File: src/rtl/tnn_vote_accumulator_if.sv
// Decision-beat input stream and classification result port of the TNN vote accumulator.
interface tnn_vote_accumulator_if #(
  parameter int unsigned CLS_W = 3,
  parameter int unsigned CNT_W = 6
);
  logic             in_valid;
  logic             in_ready;
  logic             in_bit;
  logic [CLS_W-1:0] in_class;
  logic             in_last;
  logic             out_valid;
  logic             out_ready;
  logic [CLS_W-1:0] out_class;
  logic [CNT_W-1:0] out_votes;
  logic             err_class;

  modport master (
    output in_valid, in_bit, in_class, in_last, out_ready,
    input  in_ready, out_valid, out_class, out_votes, err_class
  );

  modport slave (
    input  in_valid, in_bit, in_class, in_last, out_ready,
    output in_ready, out_valid, out_class, out_votes, err_class
  );
endinterface

File: src/rtl/tnn_vote_accumulator.sv
// Per-class vote counters fed by a serial stream of neuron decisions; a sequential
// argmax scan at end of sample produces the winning class on a valid/ready port.
module tnn_vote_accumulator #(
  parameter int unsigned N_CLASSES = 7,
  parameter int unsigned CLS_W     = 3,
  parameter int unsigned CNT_W     = 6
) (
  input logic             clk,
  input logic             rst,
  tnn_vote_accumulator_if.slave bus
);
  // One spare bit lets the scan index reach N_CLASSES as its terminal step.
  localparam int unsigned IDX_W = CLS_W + 1;

  typedef enum logic [1:0] {StAccum, StScan, StOut} state_e;

  state_e           state_q, state_d;
  logic [CNT_W-1:0] cnt_q [N_CLASSES];
  logic [CNT_W-1:0] cnt_d [N_CLASSES];
  logic [IDX_W-1:0] idx_q, idx_d;
  logic [CLS_W-1:0] best_class_q, best_class_d;
  logic [CNT_W-1:0] best_votes_q, best_votes_d;
  logic             err_q, err_d;
  logic [CNT_W-1:0] scan_votes;
  logic             class_ok;
  logic             beat;

  assign class_ok = (32'(bus.in_class) < N_CLASSES);
  assign beat     = bus.in_valid && bus.in_ready;

  always_comb begin
    scan_votes = '0;
    for (int unsigned i = 0; i < N_CLASSES; i++) begin
      if (idx_q == IDX_W'(i)) scan_votes = cnt_q[i];
    end
  end

  always_comb begin
    state_d      = state_q;
    cnt_d        = cnt_q;
    idx_d        = idx_q;
    best_class_d = best_class_q;
    best_votes_d = best_votes_q;
    err_d        = err_q;
    unique case (state_q)
      StAccum: begin
        if (beat) begin
          if (!class_ok) begin
            err_d = 1'b1;
          end else if (bus.in_bit) begin
            for (int unsigned i = 0; i < N_CLASSES; i++) begin
              if (bus.in_class == CLS_W'(i) && cnt_q[i] != '1) begin
                cnt_d[i] = cnt_q[i] + CNT_W'(1);
              end
            end
          end
          if (bus.in_last) begin
            state_d = StScan;
            idx_d   = '0;
          end
        end
      end
      StScan: begin
        if (idx_q == IDX_W'(N_CLASSES)) begin
          state_d = StOut;
        end else begin
          // Strict compare keeps the lowest index on ties.
          if (idx_q == '0 || scan_votes > best_votes_q) begin
            best_class_d = idx_q[CLS_W-1:0];
            best_votes_d = scan_votes;
          end
          idx_d = idx_q + IDX_W'(1);
        end
      end
      StOut: begin
        if (bus.out_ready) begin
          state_d = StAccum;
          for (int unsigned i = 0; i < N_CLASSES; i++) cnt_d[i] = '0;
        end
      end
      default: state_d = StAccum;
    endcase
  end

  always_ff @(posedge clk or posedge rst) begin
    if (rst) begin
      state_q      <= StAccum;
      cnt_q        <= '{default: '0};
      idx_q        <= '0;
      best_class_q <= '0;
      best_votes_q <= '0;
      err_q        <= 1'b0;
    end else begin
      state_q      <= state_d;
      cnt_q        <= cnt_d;
      idx_q        <= idx_d;
      best_class_q <= best_class_d;
      best_votes_q <= best_votes_d;
      err_q        <= err_d;
    end
  end

  assign bus.in_ready  = (state_q == StAccum) && !rst;
  assign bus.out_valid = (state_q == StOut);
  assign bus.out_class = best_class_q;
  assign bus.out_votes = best_votes_q;
  assign bus.err_class = err_q;

endmodule

File: src/flat_wrapper.sv
// flat-port wrapper written by rule: the top's interface ports become plain ports
module tnn_vote_accumulator_flat 
#(
  parameter int unsigned N_CLASSES = 7,
  parameter int unsigned CLS_W     = 3,
  parameter int unsigned CNT_W     = 6
)
  (clk, rst, bus_in_valid, bus_in_bit, bus_in_class, bus_in_last, bus_out_ready, bus_in_ready, bus_out_valid, bus_out_class, bus_out_votes, bus_err_class);
  tnn_vote_accumulator_if #(.CLS_W(CLS_W), .CNT_W(CNT_W)) bus_i ();
  input logic clk;
  input logic rst;
  input wire logic [$bits(bus_i.in_valid)-1:0] bus_in_valid;
  input wire logic [$bits(bus_i.in_bit)-1:0] bus_in_bit;
  input wire logic [$bits(bus_i.in_class)-1:0] bus_in_class;
  input wire logic [$bits(bus_i.in_last)-1:0] bus_in_last;
  input wire logic [$bits(bus_i.out_ready)-1:0] bus_out_ready;
  output wire logic [$bits(bus_i.in_ready)-1:0] bus_in_ready;
  output wire logic [$bits(bus_i.out_valid)-1:0] bus_out_valid;
  output wire logic [$bits(bus_i.out_class)-1:0] bus_out_class;
  output wire logic [$bits(bus_i.out_votes)-1:0] bus_out_votes;
  output wire logic [$bits(bus_i.err_class)-1:0] bus_err_class;
  assign bus_i.in_valid = bus_in_valid;
  assign bus_i.in_bit = bus_in_bit;
  assign bus_i.in_class = bus_in_class;
  assign bus_i.in_last = bus_in_last;
  assign bus_i.out_ready = bus_out_ready;
  assign bus_in_ready = bus_i.in_ready;
  assign bus_out_valid = bus_i.out_valid;
  assign bus_out_class = bus_i.out_class;
  assign bus_out_votes = bus_i.out_votes;
  assign bus_err_class = bus_i.err_class;
  tnn_vote_accumulator #(.N_CLASSES(N_CLASSES), .CLS_W(CLS_W), .CNT_W(CNT_W)) u_core (.clk(clk), .rst(rst), .bus(bus_i));
endmodule
File: config.mk
export PLATFORM = sky130hd
export DESIGN_NAME = tnn_vote_accumulator_flat
export DESIGN_NICKNAME = d
export VERILOG_FILES = /design/src/rtl/tnn_vote_accumulator_if.sv /design/src/rtl/tnn_vote_accumulator.sv /design/src/flat_wrapper.sv
export SDC_FILE = /design/constraint.sdc
export NUM_CORES = 1
export LEC_CHECK = 0
export CORE_MARGIN = 2
export CORE_UTILIZATION = 60
export DETAILED_ROUTE_END_ITERATION = 10
export GPL_ROUTABILITY_DRIVEN = 0
export PLACE_DENSITY = 0.88
export SETUP_SLACK_MARGIN = 0.5
export SLEW_MARGIN = 15
export SYNTH_ARGS = -nofsm -noshare
export SYNTH_HDL_FRONTEND = slang
export SYNTH_SLANG_ARGS = --single-unit
export TNS_END_PERCENT = 1
File: constraint.sdc
create_clock -name clk -period 3.78 [get_ports clk]
set_clock_uncertainty 0.15 [all_clocks]
set_input_delay 0.756 -clock clk [delete_from_list [all_inputs] [get_ports clk]]
set_output_delay 0.756 -clock clk [all_outputs]
set_load 0.05 [all_outputs]
== After elaboration in Yosys (flattened, before gate mapping) ==
Cells that the tools add are included.
Operators by class
  multiplexer cells: 28
  bitwise gates (word level): 2
  magnitude comparators: 2
  equal/unequal tests: 36
  $add $sub $neg: 8
  reduce and logical (&&, ||, !) cells: 27
Operators by type and width (number)
  $mux 42: 4
  $mux 6: 14
  $pmux 42 s2: 1
  $add 6x1->6 const B: 7
  $ne 6x6->1 const B: 7
  $reduce_and 6->1: 7
  $ne 2x1->1 const B: 10
  $eq 4x3->1 const B: 4
  $mux 4: 3
  $eq 3x3->1 const B: 3
  $logic_and 1x1->1: 9
  $eq 4x2->1 const B: 2
  $mux 2: 4
  $ne 2x2->1 const B: 4
  $pmux 4 s2: 1
  $reduce_and 4->1: 2
  $eq 3x2->1 const B: 2
  $gt 6x6->1: 1
  $pmux 2 s3: 1
  $reduce_and 3->1: 2
  $add 4x1->4 const B: 1
  $eq 4x1->1 const B: 1
  $logic_not 4->1: 1
  $reduce_bool 2->1: 2
  9 further kinds: 10
Storage, ports and cells
  word-level logic and storage cells: 115
  input bits: 9
  bits in registers: 58
  output and inout port bits: 12

== Depth between registers and ports, before layout ==
Gate-level depths: netlist (run 1).
  depth in word-level cells: 11
  depth in mapped cells: 15
  gate-level depth less buffers: 12

== Worst setup path after synthesis (run 1) ==
Ideal clock, no wire load.
  path kind: reg-to-reg
  start: register u_core.idx_q[1]
  end: register u_core.best_class_q[0], in the netlist u_core.bus.out_class[0]
  data required time: 3505 ps
  path buffers: 2
  arrival time: 2855 ps
  cell stages (with the launch flop): 14
  period minus slack after synthesis: 3130 ps
  setup time: 125 ps
  slack: 650 ps
  path through: dfrtp_1 > inv_1 > ha_1 > buf_2 > nor4b_2 > o2bb2ai_1 > o2bb2a_1 > a21oi_1 > ha_1 > nand4_1 > o221ai_1 > o311a_1 > buf_2 > mux2_2
On the way
  cells in the longest elaborated chain, start to end: 11
  elaborated cells on any way between the ends: 19
  those cells by class: order compare: 1; eq/ne: 7; mux: 7; bitwise: 1; reduce/logical: 3
Ends and longest elaborated chain
  start: declaration: line tnn_vote_accumulator.sv:20  | logic [IDX_W-1:0] idx_q, idx_d;
  start signal: assignment: line tnn_vote_accumulator.sv:96  | idx_q <= idx_d;
  $logic_not 4->1: line tnn_vote_accumulator.sv:34  | if (idx_q == IDX_W'(i)) scan_votes = cnt_q[i];
  $mux 6 (6 in series): line tnn_vote_accumulator.sv:34
  $mux 6 (*): line tnn_vote_accumulator.sv:34
  named net u_core.scan_votes[3]: line tnn_vote_accumulator.sv:24  | logic [CNT_W-1:0] scan_votes;
  $gt 6x6->1 (*): line tnn_vote_accumulator.sv:68  | if (idx_q == '0 || scan_votes > best_votes_q) begin
  $logic_or 1x1->1 (*): line tnn_vote_accumulator.sv:68
  $reduce_and 3->1 (no line) (*)
  end signal: assignment: line tnn_vote_accumulator.sv:97  | best_class_q <= best_class_d;
  end: declaration: line tnn_vote_accumulator.sv:21  | logic [CLS_W-1:0] best_class_q, best_class_d;
The timed path passes the listed nets; every way through them passes the cells marked *.
A chain may end at the register's enable or synchronous reset.

== Worst setup path in the final report (run 1) ==
  start: register u_core.idx_q[0]
  end: register u_core.best_votes_q[1], in the netlist u_core.bus.out_votes[1]
On the way
  cells in the longest elaborated chain, start to end: 11
  elaborated cells on any way between the ends: 19
  those cells by class: order compare: 1; eq/ne: 7; mux: 7; bitwise: 1; reduce/logical: 3
Ends and longest elaborated chain
  $logic_not 4->1: line tnn_vote_accumulator.sv:34
  $mux 6 (6 in series): line tnn_vote_accumulator.sv:34
  $mux 6 (*): line tnn_vote_accumulator.sv:34
  named net u_core.scan_votes[3]: line tnn_vote_accumulator.sv:24
  $gt 6x6->1 (*): line tnn_vote_accumulator.sv:68
  $logic_or 1x1->1 (*): line tnn_vote_accumulator.sv:68
  $reduce_and 3->1 (no line) (*)
  end signal: assignment: line tnn_vote_accumulator.sv:98  | best_votes_q <= best_votes_d;
  end: declaration: line tnn_vote_accumulator.sv:22  | logic [CNT_W-1:0] best_votes_q, best_votes_d;
Marked as above.

==> metrics, run 1 <==
status=completed; first-pass GRT wire length=15.7 mm; syn nets=427; Final period util=85.0%; WP data arrival=roughly 3300 ps; final WL=9.50 mm; Setup Viol. Count Final=0; clock sinks=58; Crit Path Class=flip-flop to flip-flop; Stages on worst setup path=12; Pins Over Slew Limit=0; minimum clock period=3210 ps; initial antenna violation count=0; slew at the pin with the worst max-slew slack=1030 ps; post-place instance area=roughly 3900 sq um; Crit path max-delay family=compound AO/OA/AOI/OAI gates; TNS Setup=0 ps; total global-route track usage=31.5%; post-DP HPWL=6.14 mm; Layout area overhead=16.3%; CTS Buf Count=9; largest net degree at the start of global routing=30; num rows=28; DRT Pass-1 Iters=5; type of the worst min-delay path=flip-flop to flip-flop; vias in the first global route=3258; Final ANT Viol Nets=0; Synth area leaders=dfrtp_1 (40%), ha_1 (5.9%), xnor2_1 (5.8%); Syn Std Cell Area=roughly 3600 sq um; RSZ-0062 raised after global routing=false; Yosys reg bits=a little under 60; CP Launch Type=flip-flop; ys async rst share=100%; core region area=around 5900 sq um; slowest cell on the critical path=dfrtp_2; Reg power frac=around a third; cell count after synthesis=401; Relative slew margins=between 30% and 40%; DR DRC count=0; total die area=6660 sq um; switching share of power=44.3%; Mapped Avg Cell Area=approximately 9.0 sq um; clk_lat worst skew=approximately 350 ps; H-Tree Level Count=3; most frequent cell after synthesis=dfrtp_1; dominant cell type by area after synthesis=dfrtp_1; leak pwr=1.73 nW; synth warn=0; Net Sw Power=0.00143 W; PwrDens=765 nW/um^2; die height=81.6 um; Die Width=approximately 82 um; worst-path fanout max=8; layout net count=450; Placed Instances=483; WL per Instance=around 19 um; Post-CTS Hold Buffers=0; IO Port Bufs=20; top_reg_cell synth=dfrtp_1; CTS tree=yes; Comb pwr share=49.0%; # IOs=21; Max-cap violations=0; layout cell share with drive strength beyond 1=between 10% and 20%; non-filler cells, final=504; Required @ worst endpoint=3860 ps; Int Power=0.00179 W; Clock transition at path regs=70 ps; Crit. End Element=flip-flop; Post-synth EDFFs=0; DR vias=3305; Clock power frac=between 15 and 20%; drt initial violations=306; Post-synth top cells=dfrtp_1 (58), nor2_1 (36), a21oi_1 (30), nand2_1 (30), inv_1 (27); Starting Density=between 60% and 70%; Worst path max stage delay=490 ps; # fillers=417; CTS Buffer Depth=2; Yosys top cell area share=40.2%; Yosys cell types=50; global route total overflow=0; hold depth=1; Design Area, Final=4210 sq um; CP cell instances=inv_4 -> ha_4 -> nor4b_4 -> buf_4 -> o2bb2ai_1 -> o2bb2a_1 -> a21oi_2 -> ha_1 -> nand4_1 -> o221ai_2 -> o311a_4 -> mux2_2; post-synthesis sequential area ratio=40.2%; via density per instance=6.56; reg2reg path depth=12; Fin. Hold Viols=0; WHS=329 ps; max frequency=311 MHz; clock root buffer=clkbuf_8; largest vdd supply drop=0.531 mV; diodes inserted=0; Buf/Inv on CP=2
[logic make-up (layout without fill, tap and decap cells)]
group / count (synthesis) / after routing / synth area share (%)
flip-flops: 58 / 58 / 40.2
buffers and inverters: 48 / 75 / 5.23
AO/OA/AOI/OAI: 112 / 113 / 21.0
adder cells (fa/ha/maj): 17 / 17 / 5.88
XOR/XNOR: 27 / 27 / 6.54
multiplexers: 15 / 15 / 4.43
AND/OR/NAND/NOR: 124 / 124 / 16.8
[metrics by stage]
stage | worst slack (ps) | total power (W) | utilization [%]
global placement | 393 | 0.00231 | 66.0
finish | 566 | 0.00322 | 71.4
detailed placement | 142 | 0.00239 | 66.0
CTS | 528 | 0.00311 | 71.0
global route | 502 | 0.00340 | 71.4
floorplan | 650 | 0.00200 | -
[cells in the final DEF, fill, tap and decap left out, drive strengths merged, types with 2 or more instances in the layout]
cell,count
xor2,3
nand2b,3
mux2i,7
nand2,30
nor3,3
a311o,5
nor2,36
a21oi,30
clkbuf,15
dfrtp,58
inv,27
a211oi,18
nand3,22
o311a,2
or2,2
a2111oi,6
o22ai,2
nand4,2
clkdlybuf4s50,20
nor3b,3
and2,3
xnor2,24
a21o,4
nor2b,7
nand3b,5
and3,4
a31oi,2
ha,17
mux2,8
o2bb2ai,7
a22oi,2
o21ai,21
buf,12
o211ai,4
o2111ai,2
a211o,2
[per-layer routing]
metal  share of wire, %  vias up  global-route usage, %
met5                  0        -                      0
met4                4.9        0                   18.3
met3                7.8       63                   8.90
met2                 47      191                   50.9
met1                 40     1571                   37.7
li1                   -     1480                      -
[cell type report]
class / count / area [sq um] / share of cell area, %
Sequential cell: 58 / 1450 / 34.6
Inverter: 27 / 104 / 2.47
Clock buffer: 15 / 196 / 4.67
Clock inverter: 1 / 5.00 / 0.119
Timing Repair Buffer: 32 / 294 / 6.99
Tap cell: 75 / 93.8 / 2.23
Multi-Input combinational cell: 296 / 2060 / 48.9
[repair_timing]
| item | CTS | global route |
|---|---|---|
| setup endpoints to repair | 9 | 9 |
| pin swaps | 0 | 2 |
| gates cloned | 1 | 0 |
| buffers inserted | 3 | 1 |
| gates resized for setup | 12 | 5 |
[power groups by stage]
stage	logic (W)	clock network, W	registers, W
6_report	0.00158	0.000572	0.00107
4_1_cts	0.00148	0.000579	0.00105
2_1_floorplan	0.000878	0	0.00112
3_3_place_gp	0.00127	0	0.00104
3_5_place_dp	0.00133	0	0.00105
5_1_grt	0.00171	0.000599	0.00109
[path summary, 6_finish.rpt]
path,start,end,slack [ps]
max,u_core.idx_q[0],u_core.bus.out_votes[1],570
min,u_core.bus.err_class,u_core.bus.err_class,330
max reg2reg,u_core.idx_q[0],u_core.bus.out_votes[1],570
min reg2reg,u_core.bus.err_class,u_core.bus.err_class,330
max in group asynchronous,rst,u_core.idx_q[0],2120
min in group asynchronous,rst,u_core.state_q[1],650
[state kept, by name (all words and copies together), names as in the netlist]
signal                flops
u_core.bus.out_votes      6
u_core.bus.err_class      1
u_core.state_q            2
u_core.cnt_q             42
u_core.bus.out_class      3
u_core.idx_q              4
No activity file was read; power rests on OpenSTA's default activity.
==> run 2, diff against run 1 <==
CORE_MARGIN = 4   (was 2)
SLEW_MARGIN = 10   (was 15)
==> run 2 against run 1 <==
Against the previous run: combinational power hardly changed; utilization is 0.43 points lower; global-route usage is 5.7 points lower; worst setup slack worse by 28 ps; die area is 10% higher; via count is 1.2% lower; worst hold slack worse by 0.58 ps; register-to-register slack worse by 30 ps; largest cell class unchanged; first-iteration DRC count is 11% lower.
==> metrics, run 2 (synthesis results as in run 1) <==
post-DP HPWL=6.04 mm (-1.6%); Crit path max-delay family=compound AO/OA/AOI/OAI gates; Crit. End Element=flip-flop; CTS Buf Count=9 (unchanged); drt initial violations=272 (-11%); Required @ worst endpoint=3860 ps (about the same); FF-to-FF setup slack=540 ps (-30 ps); commonest non-fill, non-tap cell in the layout=dfrtp_1; most frequent cells in the layout=dfrtp_1 (56), nor2_1 (35), nand2_1 (30), a21oi_1 (30), inv_1 (25); largest net degree at the start of global routing=34 (+13%); IO Port Bufs=20 (unchanged); # fillers=443 (+6.2%); initial antenna violation count=0 (unchanged); layout cell share with drive strength beyond 1=12.3% (-0.057 points); Stages on worst setup path=12 (unchanged); worst-path fanout max=18 (+10); hold_sp=u_core.bus.err_class; num rows=28 (unchanged); Multi-input gate area=2050 sq um (-0.18%); Starting Density=61.4% (unchanged); Comb pwr share=50.6% (+1.6 points); Final period util=85.8% (+0.75 points); Layout area overhead=15.6%; CP cell instances=inv_1 -> ha_2 -> buf_4 -> a211o_1 -> a22oi_1 -> o2bb2a_1 -> a21oi_1 -> ha_1 -> nand4_1 -> o221ai_2 -> o311a_4 -> mux2_2; Buf/Inv on CP=2 (unchanged); RR Startpoint=u_core.idx_q[1]; CP Launch Type=flip-flop; Int Power=0.00171 W (-4.6%); max reg flops=42 (unchanged); Fin. Hold Viols=0 (unchanged); vias in the first global route=3171 (-2.7%); Net Sw Power=0.00140 W (-2.0%); type of the worst min-delay path=flip-flop to flip-flop; final WL=9.43 mm (-0.78%); hold depth=1 (unchanged); PwrDens=743 nW/um^2 (-2.9%); layout net count=453 (+0.67%); clock sinks=58 (unchanged); max frequency=308 MHz (-0.87%); WP data arrival=3330 ps (+30 ps); slowest cell on the critical path=dfrtp_2; slew at the pin with the worst max-slew slack=1040 ps (+11.8 ps); core region area=5890 sq um (unchanged); minimum clock period=3240 ps (+28.3 ps); clk_lat worst skew=350 ps (about the same); Pins Over Slew Limit=0 (unchanged); RSZ-0062 raised after global routing=false; Relative slew margins=30.4% (-0.79 points); clock root buffer=clkbuf_8; Reg area=1450 sq um (unchanged); Die Width=85.6 um (+4.9%); die height=85.6 um (+4.9%); DR DRC count=0 (unchanged); via density per instance=6.45 (-1.6%); Setup Viol. Count Final=0 (unchanged); DRT Pass-1 Iters=6 (+1); reg2reg path depth=12 (unchanged); r2r endpoint=u_core.bus.out_class[0]; global route total overflow=0 (unchanged); Crit Path Class=flip-flop to flip-flop; leak pwr=1.72 nW (-0.40%); Final ANT Viol Nets=0 (unchanged); WL per Instance=18.6 um (-1.2%); switching share of power=45.0% (+0.68 points); first-pass GRT wire length=14.9 mm (-5.2%); CTS Buffer Depth=2 (unchanged); Clock transition at path regs=60 ps (about the same); total die area=7330 sq um (+10%); diodes inserted=0 (unchanged); Worst path max stage delay=410 ps (-80 ps); most flop-heavy register=u_core.cnt_q; Max-cap violations=0 (unchanged); TNS Setup=0 ps (unchanged); Clock power frac=15.1% (-2.7 points); final core occ=71.0% (-0.43 points); CTS tree=yes; Reg power frac=34.2% (+0.9 points); H-Tree Level Count=3 (unchanged); largest vdd supply drop=0.430 mV (-19%); # IOs=21 (unchanged); status=completed; DR vias=3265 (-1.2%); total global-route track usage=25.9% (-5.7 points); WHS Endpoint=u_core.bus.err_class
==> run 2: layout make-up <==
cell class                 instances  share of cell area, %
inverter                          27                   2.42
tap                               75                   2.24
clock inverter                     4                  0.479
timing repair buffer              35                   7.78
clock buffer                      11                   3.14
sequential                        58                   34.8
multi-input combinational        296                   49.1
==> run 2: routing by layer <==
layer  GRT usage (%)  wire (um)  vias up
met5               0          0        -
met3            7.30        697       49
met1            32.4       3780     1578
li1                -          -     1486
met4            10.2        393        0
met2            42.4       4560      152
==> run 2: power groups by stage <==
stage	Clock (W)	Combinational [W]	Sequential [W]
2_1_floorplan	0	0.000878	0.00112
3_3_place_gp	0	0.00128	0.00104
3_5_place_dp	0	0.00132	0.00105
4_1_cts	0.000476	0.00138	0.00105
5_1_grt	0.000512	0.00171	0.00109
6_report	0.000471	0.00157	0.00106
==> run 2: stage by stage <==
step | power [W] | setup slack [ps] | hold slack, ps | cells | cell area (sq um)
2_1_floorplan | 0.00200 | 650 | 347 | 401 | 3610
3_3_place_gp | 0.00232 | 389 | 302 | 483 | 3900
3_5_place_dp | 0.00238 | 210 | 323 | 483 | 3900
4_1_cts | 0.00290 | 528 | 337 | 499 | 4080
5_1_grt | 0.00331 | 419 | 345 | 506 | 4180
6_report | 0.00311 | 537 | 328 | 506 | 4180
==> run 2: how the worst max path moves through the flow <==
stage	from	to	slack, ps
after CTS	u_core.idx_q[1]	u_core.bus.out_class[0]	530
final	u_core.idx_q[1]	u_core.bus.out_class[0]	540
after global routing	u_core.idx_q[1]	u_core.bus.out_class[0]	420
after global placement	u_core.idx_q[0]	u_core.bus.out_votes[5]	390
after detailed placement	u_core.idx_q[0]	u_core.bus.out_votes[3]	210
after floorplan	u_core.idx_q[1]	u_core.bus.out_class[0]	650
==> run 2: repair_timing <==
action                     CTS  global route
resized for setup            6             8
setup buffers                1             6
gates cloned                 0             1
setup endpoints to repair    9             9
pin swaps                    0             3
hold buffers                 0             0
==> run 3, diff against run 2 <==
SKIP_CTS_REPAIR_TIMING = 1   (was default)
clock period = 4.1 ns   (was 3.78 ns; I/O delays follow)
==> run 3 against run 2 <==
Against the previous run: worst setup slack improved by 130 ps; cell area decreased by 2.2%; critical path type unchanged; sequential share of layout area increased by 0.72 points; cell count decreased by 2.2%.
==> metrics, run 3 (synthesis results as in run 1) <==
vias in the first global route=3145 (-0.82%); status=completed; most frequent cells in the layout=dfrtp_1 (58), nor2_1 (35), nand2_1 (30), a21oi_1 (30), inv_1 (26); largest vdd supply drop=0.378 mV (-12%); TNS Setup=0 ps (unchanged); DR vias=3177 (-2.7%); Die Width=85.6 um (unchanged); Fin. Hold Viols=0 (unchanged); diodes inserted=0 (unchanged); via density per instance=6.42 (-0.53%); post-DP HPWL=6.19 mm (+2.5%); RR Startpoint=u_core.idx_q[0]; Worst path max stage delay=460 ps (+50 ps); Final ANT Viol Nets=0 (unchanged); H-Tree Level Count=3 (unchanged); Relative slew margins=28.7% (-1.7 points); post-place instance area=3850 sq um (-1.1%); leak pwr=1.69 nW (-1.7%); RSZ-0062 raised after global routing=false; Starting Density=61.4% (unchanged); CP cell instances=inv_1 -> ha_1 -> nor4b_4 -> o2bb2ai_1 -> o2bb2a_1 -> a21oi_1 -> ha_1 -> nand4_1 -> o221ai_1 -> o311a_2 -> mux2_2; r2r endpoint=u_core.bus.out_class[1]; hold_sp=u_core.bus.err_class; layout cell share with drive strength beyond 1=8.81% (-3.5 points); most used cell along the critical path=ha_1; CP Launch Type=flip-flop; clk_lat worst skew=350 ps (about the same); # fillers=433 (-2.3%); DRT Pass-1 Iters=5 (-1); non-filler cells, final=495 (-2.2%); hold depth=1 (unchanged); max reg flops=42 (unchanged); minimum clock period=3430 ps (+191 ps); first-pass GRT wire length=14.9 mm (-0.46%); CTS Buf Count=9 (unchanged); global route total overflow=0 (unchanged); Crit Path Class=flip-flop to flip-flop; Placed Instances=479 (-0.83%); CTS Buffer Depth=2 (unchanged); Design Area, Final=4090 sq um (-2.2%); max frequency=291 MHz (-5.6%); drt initial violations=312 (+15%); initial antenna violation count=0 (unchanged); clock sinks=58 (unchanged); die height=85.6 um (unchanged); Pins Over Slew Limit=0 (unchanged); total die area=7330 sq um (unchanged); PwrDens=684 nW/um^2 (-8.0%); num rows=28 (unchanged); worst-path fanout max=9 (-9); DR DRC count=0 (unchanged); # IOs=21 (unchanged); Max-cap violations=0 (unchanged); layout net count=441 (-2.6%); Crit. End Element=flip-flop; most flop-heavy register=u_core.cnt_q; Layout area overhead=13.1%; CTS tree=yes; Clock transition at path regs=70 ps (about the same); FF-to-FF setup slack=670 ps (+130 ps); WHS Endpoint=u_core.bus.err_class; IO Port Bufs=20 (unchanged); Required @ worst endpoint=4180 ps (+320 ps); total global-route track usage=25.7% (-0.20 points); WL per Instance=17.6 um (-5.5%); Setup Viol. Count Final=0 (unchanged); largest net degree at the start of global routing=32 (-5.9%); clock root buffer=clkbuf_8; type of the worst min-delay path=flip-flop to flip-flop; Final period util=83.7% (-2.0 points); WP data arrival=3520 ps (+190 ps); commonest non-fill, non-tap cell in the layout=dfrtp_1; core region area=5890 sq um (unchanged); final WL=8.72 mm (-7.5%); slowest cell on the critical path=dfrtp_1; slew at the pin with the worst max-slew slack=1070 ps (+27.1 ps); reg2reg path depth=11 (-1); final core occ=69.5% (-1.6 points)
## run 3: how the worst max path moves through the flow
stage | start | endpoint | slack, ps
after floorplan | u_core.idx_q[1] | u_core.bus.out_class[0] | 970
after detailed placement | u_core.idx_q[0] | u_core.bus.out_class[1] | 490
final | u_core.idx_q[0] | u_core.bus.out_class[1] | 670
after global routing | u_core.idx_q[0] | u_core.bus.out_votes[4] | 500
after CTS | u_core.idx_q[0] | u_core.bus.out_class[1] | 480
after global placement | u_core.idx_q[0] | u_core.bus.out_votes[5] | 710
## run 3: report_power, final
| group | internal, W | switching (W) |
|---|---|---|
| Combinational | 0.000517 | 0.000718 |
| Clock | 0.000354 | 0.000230 |
| Sequential | 0.000737 | 0.000241 |
## run 3: final cells by class
class                           count  area (sq um)  share of cell area (%)
Inverter                           27           101                    2.48
Clock buffer                       10           138                    3.37
Clock inverter                      6          80.1                    1.96
Tap cell                           75          93.8                    2.29
Multi-Input combinational cell    295          1990                    48.8
Timing Repair Buffer               24           230                    5.63
Sequential cell                    58          1450                    35.5
## run 3: worst max-delay path: cells and delay by family, from the launching register on
kind / cells / cell delay [ps]
AND/OR/NAND/NOR: 2 / 540
flip-flops: 1 / 460
buffers and inverters: 1 / 140
multiplexers: 1 / 370
AO/OA/AOI/OAI: 5 / 1160
adder cells (fa/ha/maj): 2 / 500
## run 3: per-layer routing
layer | vias up | wire, um | global-route usage, %
met2 | 120 | 4280 | 41.0
met1 | 1555 | 3740 | 33.7
li1 | 1468 | - | -
met5 | - | 0 | 0
met4 | 0 | 256 | 12.9
met3 | 34 | 440 | 4.32
## run 3: through the flow
stage	hold slack (ps)	power, W	setup slack, ps
finish	338	0.00280	667
CTS	345	0.00277	479
detailed placement	331	0.00218	494
floorplan	347	0.00184	970
global placement	302	0.00212	711
global route	364	0.00298	498
